--- config.mk ---
export PLATFORM = sky130hd
export DESIGN_NAME = clkdiv_multi
export DESIGN_NICKNAME = d
export VERILOG_FILES = /design/src/rtl/clkdiv_pkg.sv /design/src/rtl/clkdiv_chan.sv /design/src/rtl/clkdiv_multi.sv
export SDC_FILE = /design/constraint.sdc
export NUM_CORES = 1
export LEC_CHECK = 0
export ABC_CLOCK_PERIOD_IN_PS = 2410
export CAP_MARGIN = 10
export CELL_PAD_IN_SITES_DETAIL_PLACEMENT = 0
export CELL_PAD_IN_SITES_GLOBAL_PLACEMENT = 1
export CORE_UTILIZATION = 30
export CTS_CLUSTER_DIAMETER = 50
export DETAILED_ROUTE_END_ITERATION = 10
export GPL_TIMING_DRIVEN = 0
export PLACE_DENSITY_LB_ADDON = 0.05
export SYNTH_ARGS = -nofsm -noshare
export SYNTH_HDL_FRONTEND = slang
export SYNTH_SLANG_ARGS = --single-unit
--- constraint.sdc ---
create_clock -name clk -period 2.41 [get_ports clk]
set_clock_uncertainty 0.15 [all_clocks]
set_input_delay 0.6025 -clock clk [delete_from_list [all_inputs] [get_ports clk]]
set_output_delay 0.6025 -clock clk [all_outputs]
set_load 0.05 [all_outputs]
--- src/rtl/clkdiv_pkg.sv ---
// Shared constants and types for the multi-channel clock divider.
package clkdiv_pkg;

  localparam int CLKDIV_CNT_W_DEF = 8;
  localparam int CLKDIV_DEF_HALF  = 2;

  typedef logic [CLKDIV_CNT_W_DEF-1:0] clkdiv_cnt_t;

endpackage

--- src/rtl/clkdiv_chan.sv ---
// One divider channel: half-period counter, toggling output and a single-entry
// pending-load register applied at the next toggle boundary.
module clkdiv_chan
  import clkdiv_pkg::*;
#(
  parameter int CNT_W    = CLKDIV_CNT_W_DEF,
  parameter int DEF_HALF = CLKDIV_DEF_HALF
) (
  input  logic             clk,
  input  logic             n_rst,
  input  logic             i_en,
  input  logic             i_sync,
  input  logic             i_gate,
  input  logic             i_load_valid,
  input  logic [CNT_W-1:0] i_load_data,
  output logic             o_load_ready,
  output logic             o_div_clk,
  output logic             o_tick
);

  logic [CNT_W-1:0] r_half;
  logic [CNT_W-1:0] r_cnt;
  logic [CNT_W-1:0] r_pend_val;
  logic             r_pend;
  logic             r_div;
  logic             r_tick;

  logic w_accept;
  logic w_wrap;

  assign w_accept = i_load_valid && !r_pend;
  assign w_wrap   = !(r_cnt < r_half);

  always_ff @(posedge clk or negedge n_rst) begin
    if (!n_rst) begin
      r_half     <= CNT_W'(DEF_HALF);
      r_cnt      <= '0;
      r_pend     <= 1'b0;
      r_pend_val <= '0;
      r_div      <= 1'b0;
      r_tick     <= 1'b0;
    end else begin
      r_tick <= 1'b0;
      // sync and gate share the same effect, so one branch covers both.
      if (i_sync || i_gate) begin
        r_cnt <= '0;
        r_div <= 1'b0;
        if (r_pend) begin
          r_half <= r_pend_val;
          r_pend <= 1'b0;
        end
      end else if (i_en) begin
        if (w_wrap) begin
          r_cnt  <= '0;
          r_div  <= ~r_div;
          r_tick <= 1'b1;
          if (r_pend) begin
            r_half <= r_pend_val;
            r_pend <= 1'b0;
          end
        end else begin
          r_cnt <= r_cnt + 1'b1;
        end
      end
      // NOTE: non-blocking assignments read the pre-edge r_pend above, so a
      // load accepted this cycle cannot be applied by a wrap or sync in the
      // same cycle; acceptance requires r_pend == 0, so there is no clash.
      if (w_accept) begin
        r_pend     <= 1'b1;
        r_pend_val <= i_load_data;
      end
    end
  end

  assign o_load_ready = ~r_pend;
  assign o_div_clk    = r_div;
  assign o_tick       = r_tick;

endmodule

--- src/rtl/clkdiv_multi.sv ---
// NCH-channel clock divider with programmable half-periods, shared enable and sync.
// Define CLKDIV_GATE_EN to add the per-channel gate input.
module clkdiv_multi
  import clkdiv_pkg::*;
#(
  parameter int NCH      = 2,
  parameter int CNT_W    = CLKDIV_CNT_W_DEF,
  parameter int DEF_HALF = CLKDIV_DEF_HALF
) (
  input  logic                 clk,
  input  logic                 n_rst,
  input  logic                 en,
  input  logic                 sync,
`ifdef CLKDIV_GATE_EN
  input  logic [NCH-1:0]       gate,
`endif
  input  logic [NCH-1:0]       load_valid,
  input  logic [NCH*CNT_W-1:0] load_data,
  output logic [NCH-1:0]       load_ready,
  output logic [NCH-1:0]       div_clk,
  output logic [NCH-1:0]       tick
);

  logic [NCH-1:0] w_gate;

`ifdef CLKDIV_GATE_EN
  assign w_gate = gate;
`else
  assign w_gate = '0;
`endif

  for (genvar gi = 0; gi < NCH; gi++) begin : g_chan
    clkdiv_chan #(
      .CNT_W    (CNT_W),
      .DEF_HALF (DEF_HALF)
    ) u_chan (
      .clk          (clk),
      .n_rst        (n_rst),
      .i_en         (en),
      .i_sync       (sync),
      .i_gate       (w_gate[gi]),
      .i_load_valid (load_valid[gi]),
      .i_load_data  (load_data[gi*CNT_W +: CNT_W]),
      .o_load_ready (load_ready[gi]),
      .o_div_clk    (div_clk[gi]),
      .o_tick       (tick[gi])
    );
  end

endmodule

==> results of run 1 <==
[logic make-up after synthesis]
kind of cell             Yosys count
AND/OR/NAND/NOR                   57
adder cells (fa/ha/maj)           16
AO/OA/AOI/OAI                     34
flip-flops                        54
buffers and inverters             30
multiplexers                      33
XOR/XNOR                           8
[power groups by stage]
stage               clock [mW]  sequential [mW]  combinational [mW]
floorplan                    0             1.25               0.538
global placement             0             1.29               0.690
detailed placement           0             1.30               0.702
CTS                      0.656             1.28               0.777
global route             0.691             1.31               0.871
finish                   0.619             1.28               0.775
[cell usage in the layout, fill, tap and decap left out, types with 3 or more instances in the layout]
cell,count
inv_1,16
clkbuf_1,6
dfrtp_1,50
nor3_1,3
nand2_1,12
buf_4,13
nor2_1,15
clkbuf_8,5
o21bai_1,3
ha_1,14
mux2_2,24
xnor2_1,6
a211o_1,3
a32o_1,3
nor2b_1,4
nand3_1,7
mux2_4,9
o21ai_0,6
a21oi_1,3
clkdlybuf4s50_1,23
nand2b_1,3
[repair_timing]
item / in CTS / in global routing
pin swaps: 5 / 2
endpoints found under the setup margin: 20 / 19
hold buffers: 0 / 0
gates cloned: 0 / 0
gates resized for setup: 14 / 3
buffers inserted: 6 / 2
[path summary, 6_finish.rpt]
path | from | slack (ns) | to | cells after the start
hold / removal | n_rst | 0.08 | g_chan[0].u_chan.o_div_clk | 1
setup / recovery | g_chan[1].u_chan.r_half[1] | -0.01 | g_chan[1].u_chan.r_half[7] | 8
min in group clk | g_chan[1].u_chan.r_pend_val[5] | 0.36 | g_chan[1].u_chan.r_half[5] | 1
max in group asynchronous | n_rst | 1.41 | g_chan[1].u_chan.r_half[1] | 2
setup reg to reg | g_chan[1].u_chan.r_half[1] | -0.01 | g_chan[1].u_chan.r_half[7] | 8
hold reg to reg | g_chan[1].u_chan.r_pend_val[5] | 0.36 | g_chan[1].u_chan.r_half[5] | 1
[registers in the layout, indices dropped and copies added, names as in the netlist]
signal,flops
g_chan.u_chan.r_cnt,16
g_chan.u_chan.r_half,16
g_chan.u_chan.r_pend_val,16
g_chan.u_chan.o_div_clk,2
g_chan.u_chan.o_tick,2
g_chan.u_chan.r_pend,2
[layer usage]
| metal | vias up | global-route usage, % | routed length, um |
|---|---|---|---|
| met2 | 27 | 17.5 | 2250 |
| li1 | 891 | - | - |
| met1 | 864 | 19.3 | 3060 |
| met4 | 0 | 3.44 | 58 |
| met3 | 5 | 2.88 | 135 |
| met5 | - | 0 | 0 |
[Yosys cell counts, drive strengths merged]
| library cell | number |
|---|---|
| a2111o | 1 |
| a2111oi | 1 |
| a211o | 3 |
| a211oi | 3 |
| a21boi | 2 |
| a21o | 2 |
| a21oi | 3 |
| a31oi | 1 |
| a32o | 3 |
| a41oi | 1 |
| and2 | 3 |
| and3 | 1 |
| and4 | 1 |
| buf | 7 |
| clkbuf | 5 |
| dfrtp | 52 |
| dfstp | 2 |
| ha | 16 |
| inv | 18 |
| mux2 | 33 |
| nand2 | 12 |
| nand2b | 3 |
| nand3 | 7 |
| nand3b | 1 |
| nand4 | 2 |
| nor2 | 15 |
| nor2b | 4 |
| nor3 | 4 |
| o211a | 1 |
| o21ai | 7 |
| o21bai | 3 |
| o311ai | 1 |
| o31ai | 1 |
| o41ai | 1 |
| or2 | 2 |
| or3 | 1 |
| or4 | 1 |
| xnor2 | 6 |
| xor2 | 2 |
[area by class of cell]
class,instances,area (sq um)
repair buffers,35,345
multi-input cells,148,1270
clock inverters,2,37.5
clock buffers,6,72.6
plain buffers,12,75.1
flip-flops and latches,54,1360
inverters,18,67.6
fillers,868,5360
well taps,108,135
==> summary.txt, run 1 <==
Routing
  – Vias: 1787
  – Residual DRC count: 0
  – Drt first pass iters: 4
  – Antenna viol nets, final: 0
  – Drt initial violations: 51
  – Routed len/inst: 14.4 um
  – Final WL: 5500 um
  – Via density: 4.67

Power
  – Sequential share of power: 47.8%
  – P_int: 1.90 mW
  – Total Power: 2.67 mW
  – Peak VDD IR: 0.294 mV
  – Switching share of power: 29.0%
  – Psw: 0.776 mW
  – Leakage: 1.49 nW
  – Clock network power share: 23.2%
  – Logic pwr share: 29.0%
  – Pwr dens: 796 nW/um^2

Synth
  – Syn_area_per_cell: 11.7 sq um
  – Synth top area share: 47.9%
  – Largest family of logic cells by synthesized area: multiplexers
  – Syn Inst Count: 232
  – #FFs+latches synth: 54
  – Multiplexer share of the synthesized area: 14.8%
  – XOR/XNOR share of the synthesized area: 2.58%
  – Post-synthesis simple-gate area fraction: 10.6%
  – Synthesis warning total: 0
  – Syn Std Cell Area: 2710 sq um
  – Area contributors post-synth: dfrtp_1 (48%), mux2_2 (10%), ha_1 (7.4%)
  – Syn nets: 270
  – Cell variety after synth: 44
  – Adder-cell share of the synthesized area: 7.38%
  – Sequential share of the synthesized area: 49.9%
  – Compound-cell area share of the yosys netlist: 9.54%
  – Area leader, netlist: dfrtp_1

Final layout
  – Post-Layout Inst Area: 3360 sq um
  – Fin util: 38.5%
  – Fin nets: 312
  – Share of layout cells above drive strength 1: 26.5%
  – Ant diodes: 0
  – Final Non-Filler Cells: 383
  – Area grow syn2layout: 23.8%

Timing
  – RSZ-0062 raised after global routing: true
  – FMAX: 413 MHz
  – Final hold vios: 0
  – Fin. max-slew vios: 0
  – Max-slew headroom: 44.4%
  – Final hold slack: 0.0796 ns
  – Fin crit share: 100%
  – Setup TNS: -0.0625 ns
  – Final number of setup-violating endpoints: 7
  – Final Critical Period: 2.42 ns
  – Worst Setup Slack, final: -0.0120 ns
  – Slew @ Worst Pin: 0.830 ns

Worst setup path
  – Bufs and invs on worst path: 2
  – Worst path slowest cell: dfstp_2
  – CP Launch Type: flop
  – CP Class: flop to flop
  – CP max stage delay: 0.55 ns
  – Sequence of cells on the critical path: inv_2 > ha_4 > or3_1 > a211o_1 > a21o_4 > o211a_1 > buf_6 > mux2_4
  – Crit. End Element: flop
  – CP max FO: 8
  – Critical Path RT: 2.46 ns
  – Arrival time worst endpoint: 2.47 ns
  – CP top delay family: compound AO/OA/AOI/OAI gates

Floorplanning
  – Rows: 34
  – Die Ht: 97.1 um
  – Core Area: 8720 sq um
  – # IOs: 28
  – Die width: 97.1 um
  – DIE AREA: 9430 sq um
  – Initial Util: 31.1%

Placement
  – DPL Wire Length: 3840 um
  – DP Area: 3120 sq um
  – GPL Wtd Cong: 0.691
  – I/O Buffers: 26
  – Pre-CTS setup slack: -0.322 ns
  – Placed insts: 367

Global routing
  – Largest net degree at the start of global routing: 38
  – Vias in the first global route: 1774
  – GRT Util Overall: 12.6%
  – Initial antenna violation count: 0
  – GR Overflow Total: 0
  – First-pass GRT wire length: 9390 um

Clocking
  – CTS root buf: clkbuf_8
  – Num CTS Buffers: 5
  – H-tree level count: 2
  – Clock Path Buffers: 2
  – Clock Latency Late Sink: 0.31 ns
  – CTS clock-pin slew for the worst setup and hold paths: 0.10 ns
  – CTS tree: built
  – CTS sink cnt: 54

Outcome
  – Status: complete, but fails checks
  – Failing checks: negative setup slack

Job
  – Max-cap violation count: 0

Hold path
  – Hold Crit Class: input port to async pin
No activity file was read; power rests on OpenSTA's default activity.
==> run 2: changes to the inputs <==
Settings changed: CTS_CLUSTER_SIZE set to 10, PLACE_DENSITY_LB_ADDON 0.05 to 0.1.
==> summary.txt, run 2 (synthesized netlist as in run 1, its figures left out) <==
Outcome
  – Status: complete, no violations

Timing
  – Final Critical Period: 2.40 ns
  – RSZ-0062 raised after global routing: true
  – Slew @ Worst Pin: 0.770 ns
  – Fin crit share: 99.5%
  – Final number of setup-violating endpoints: 0
  – FMAX: 417 MHz
  – Final hold vios: 0
  – Max-slew headroom: 48.5%
  – Fin. max-slew vios: 0

Routing
  – Vias: 1767
  – Residual DRC count: 0
  – Antenna viol nets, final: 0
  – Via density: 4.65
  – Routed len/inst: 13.7 um
  – Final WL: 5220 um
  – Drt initial violations: 62
  – Drt first pass iters: 4

Worst setup path
  – CP max FO: 8
  – Sequence of cells on the critical path: inv_2 > ha_4 > or3_1 > a211o_1 > a21o_2 > o211a_1 > buf_6 > mux2_4
  – CP Class: flop to flop
  – CP top delay family: compound AO/OA/AOI/OAI gates
  – Worst path slowest cell: dfstp_2
  – Flop-to-flop setup slack: 0.01 ns
  – Crit. End Element: flop
  – Critical Path RT: 2.46 ns
  – CP Launch Type: flop
  – Bufs and invs on worst path: 2
  – Arrival time worst endpoint: 2.45 ns
  – CP max stage delay: 0.55 ns

Clocking
  – CTS root buf: clkbuf_8
  – CTS sink cnt: 54
  – Clock Path Buffers: 2
  – Clock Latency Late Sink: 0.31 ns
  – CTS tree: built
  – H-tree level count: 2
  – Post-CTS Hold Fix Bufs: 0
  – Num CTS Buffers: 5
  – CTS clock-pin slew for the worst setup and hold paths: 0.11 ns

Final layout
  – Largest regs: g_chan.u_chan.r_cnt (16), g_chan.u_chan.r_half (16), g_chan.u_chan.r_pend_val (16)
  – Commonest non-fill, non-tap cell in the layout: dfrtp_1
  – Commonest non-fill, non-tap cells in the layout: dfrtp_1 (50), mux2_2 (24), clkdlybuf4s50_1 (23)
  – Post-Layout Inst Area: 3330 sq um
  – Area grow syn2layout: 22.9%
  – Register area: 1360 sq um
  – Fin nets: 309
  – Final Non-Filler Cells: 380
  – Fill cells: 858
  – Multi-input gate area: 1280 sq um
  – Ant diodes: 0
  – Share of layout cells above drive strength 1: 27.6%

Global routing
  – GR Overflow Total: 0
  – Initial antenna violation count: 0
  – First-pass GRT wire length: 9260 um
  – Vias in the first global route: 1816
  – GRT Util Overall: 12.2%
  – Largest net degree at the start of global routing: 29

Placement
  – DP Area: 3120 sq um
  – DPL Wire Length: 3790 um
  – Placed insts: 367
  – GPL Wtd Cong: 0.679
  – I/O Buffers: 26

Floorplanning
  – Core Area: 8720 sq um
  – Rows: 34
  – Die width: 97.1 um
  – # IOs: 28
  – Initial Util: 31.1%
  – DIE AREA: 9430 sq um
  – Die Ht: 97.1 um

Hold path
  – Hold Crit Class: input port to async pin

Job
  – Max-cap violation count: 0

Power
  – Peak VDD IR: 0.329 mV
  – Pwr dens: 781 nW/um^2
  – Leakage: 1.48 nW
-- run 2: through the flow --
stage	worst slack [ns]	setup TNS [ns]	power, mW	utilization [%]	hold slack, ns
after floorplan	0.0122	0	1.78	-	0.157
after global placement	-1.31	-72.71	1.97	35.7	0.338
after detailed placement	-0.276	-2.92	1.99	35.8	0.340
after CTS	-0.0321	-0.179	2.63	37.9	0.174
after global routing	-0.0741	-0.495	2.81	38.2	0.196
final	0.0127	0	2.60	38.2	0.147
-- run 2: path summary, 6_finish.rpt --
| kind | start | endpoint | cells past startpoint |
|---|---|---|---|
| max | g_chan[1].u_chan.r_half[1] | g_chan[1].u_chan.r_half[6] | 8 |
| min | n_rst | g_chan[0].u_chan.r_cnt[4] | 1 |
| max reg2reg | g_chan[1].u_chan.r_half[1] | g_chan[1].u_chan.r_half[6] | 8 |
| min reg2reg | g_chan[1].u_chan.r_pend_val[5] | g_chan[1].u_chan.r_half[5] | 1 |
| max in group asynchronous | n_rst | g_chan[1].u_chan.r_half[1] | 2 |
| min in group clk | g_chan[1].u_chan.r_pend_val[5] | g_chan[1].u_chan.r_half[5] | 1 |
-- run 2: repair_timing --
| item | in CTS | in global routing |
|---|---|---|
| gates resized for setup | 13 | 6 |
| pin swaps | 6 | 4 |
| setup endpoints to repair | 19 | 19 |
| setup buffers | 5 | 0 |
-- run 2: area by class of cell --
type | instances | area share (%)
Buffer | 12 | 2.25
Inverter | 18 | 2.03
Clock inverter | 2 | 0.525
Timing Repair Buffer | 32 | 9.68
Multi-Input combinational cell | 148 | 38.3
Sequential cell | 54 | 40.7
Tap cell | 108 | 4.05
Clock buffer | 6 | 2.48
-- run 2: layer usage --
layer,global-route usage (%),up-vias,share of wire [%]
li1,-,885,-
met5,0,-,0
met3,2.88,5,3.0
met1,18.9,852,56
met4,4.13,0,1.1
met2,16.5,25,40
-- run 2: power by group --
group          internal [mW]  leakage, nW  switching [mW]
registers               1.14        0.670           0.137
logic                  0.442        0.760           0.322
clock network          0.238       0.0514           0.321
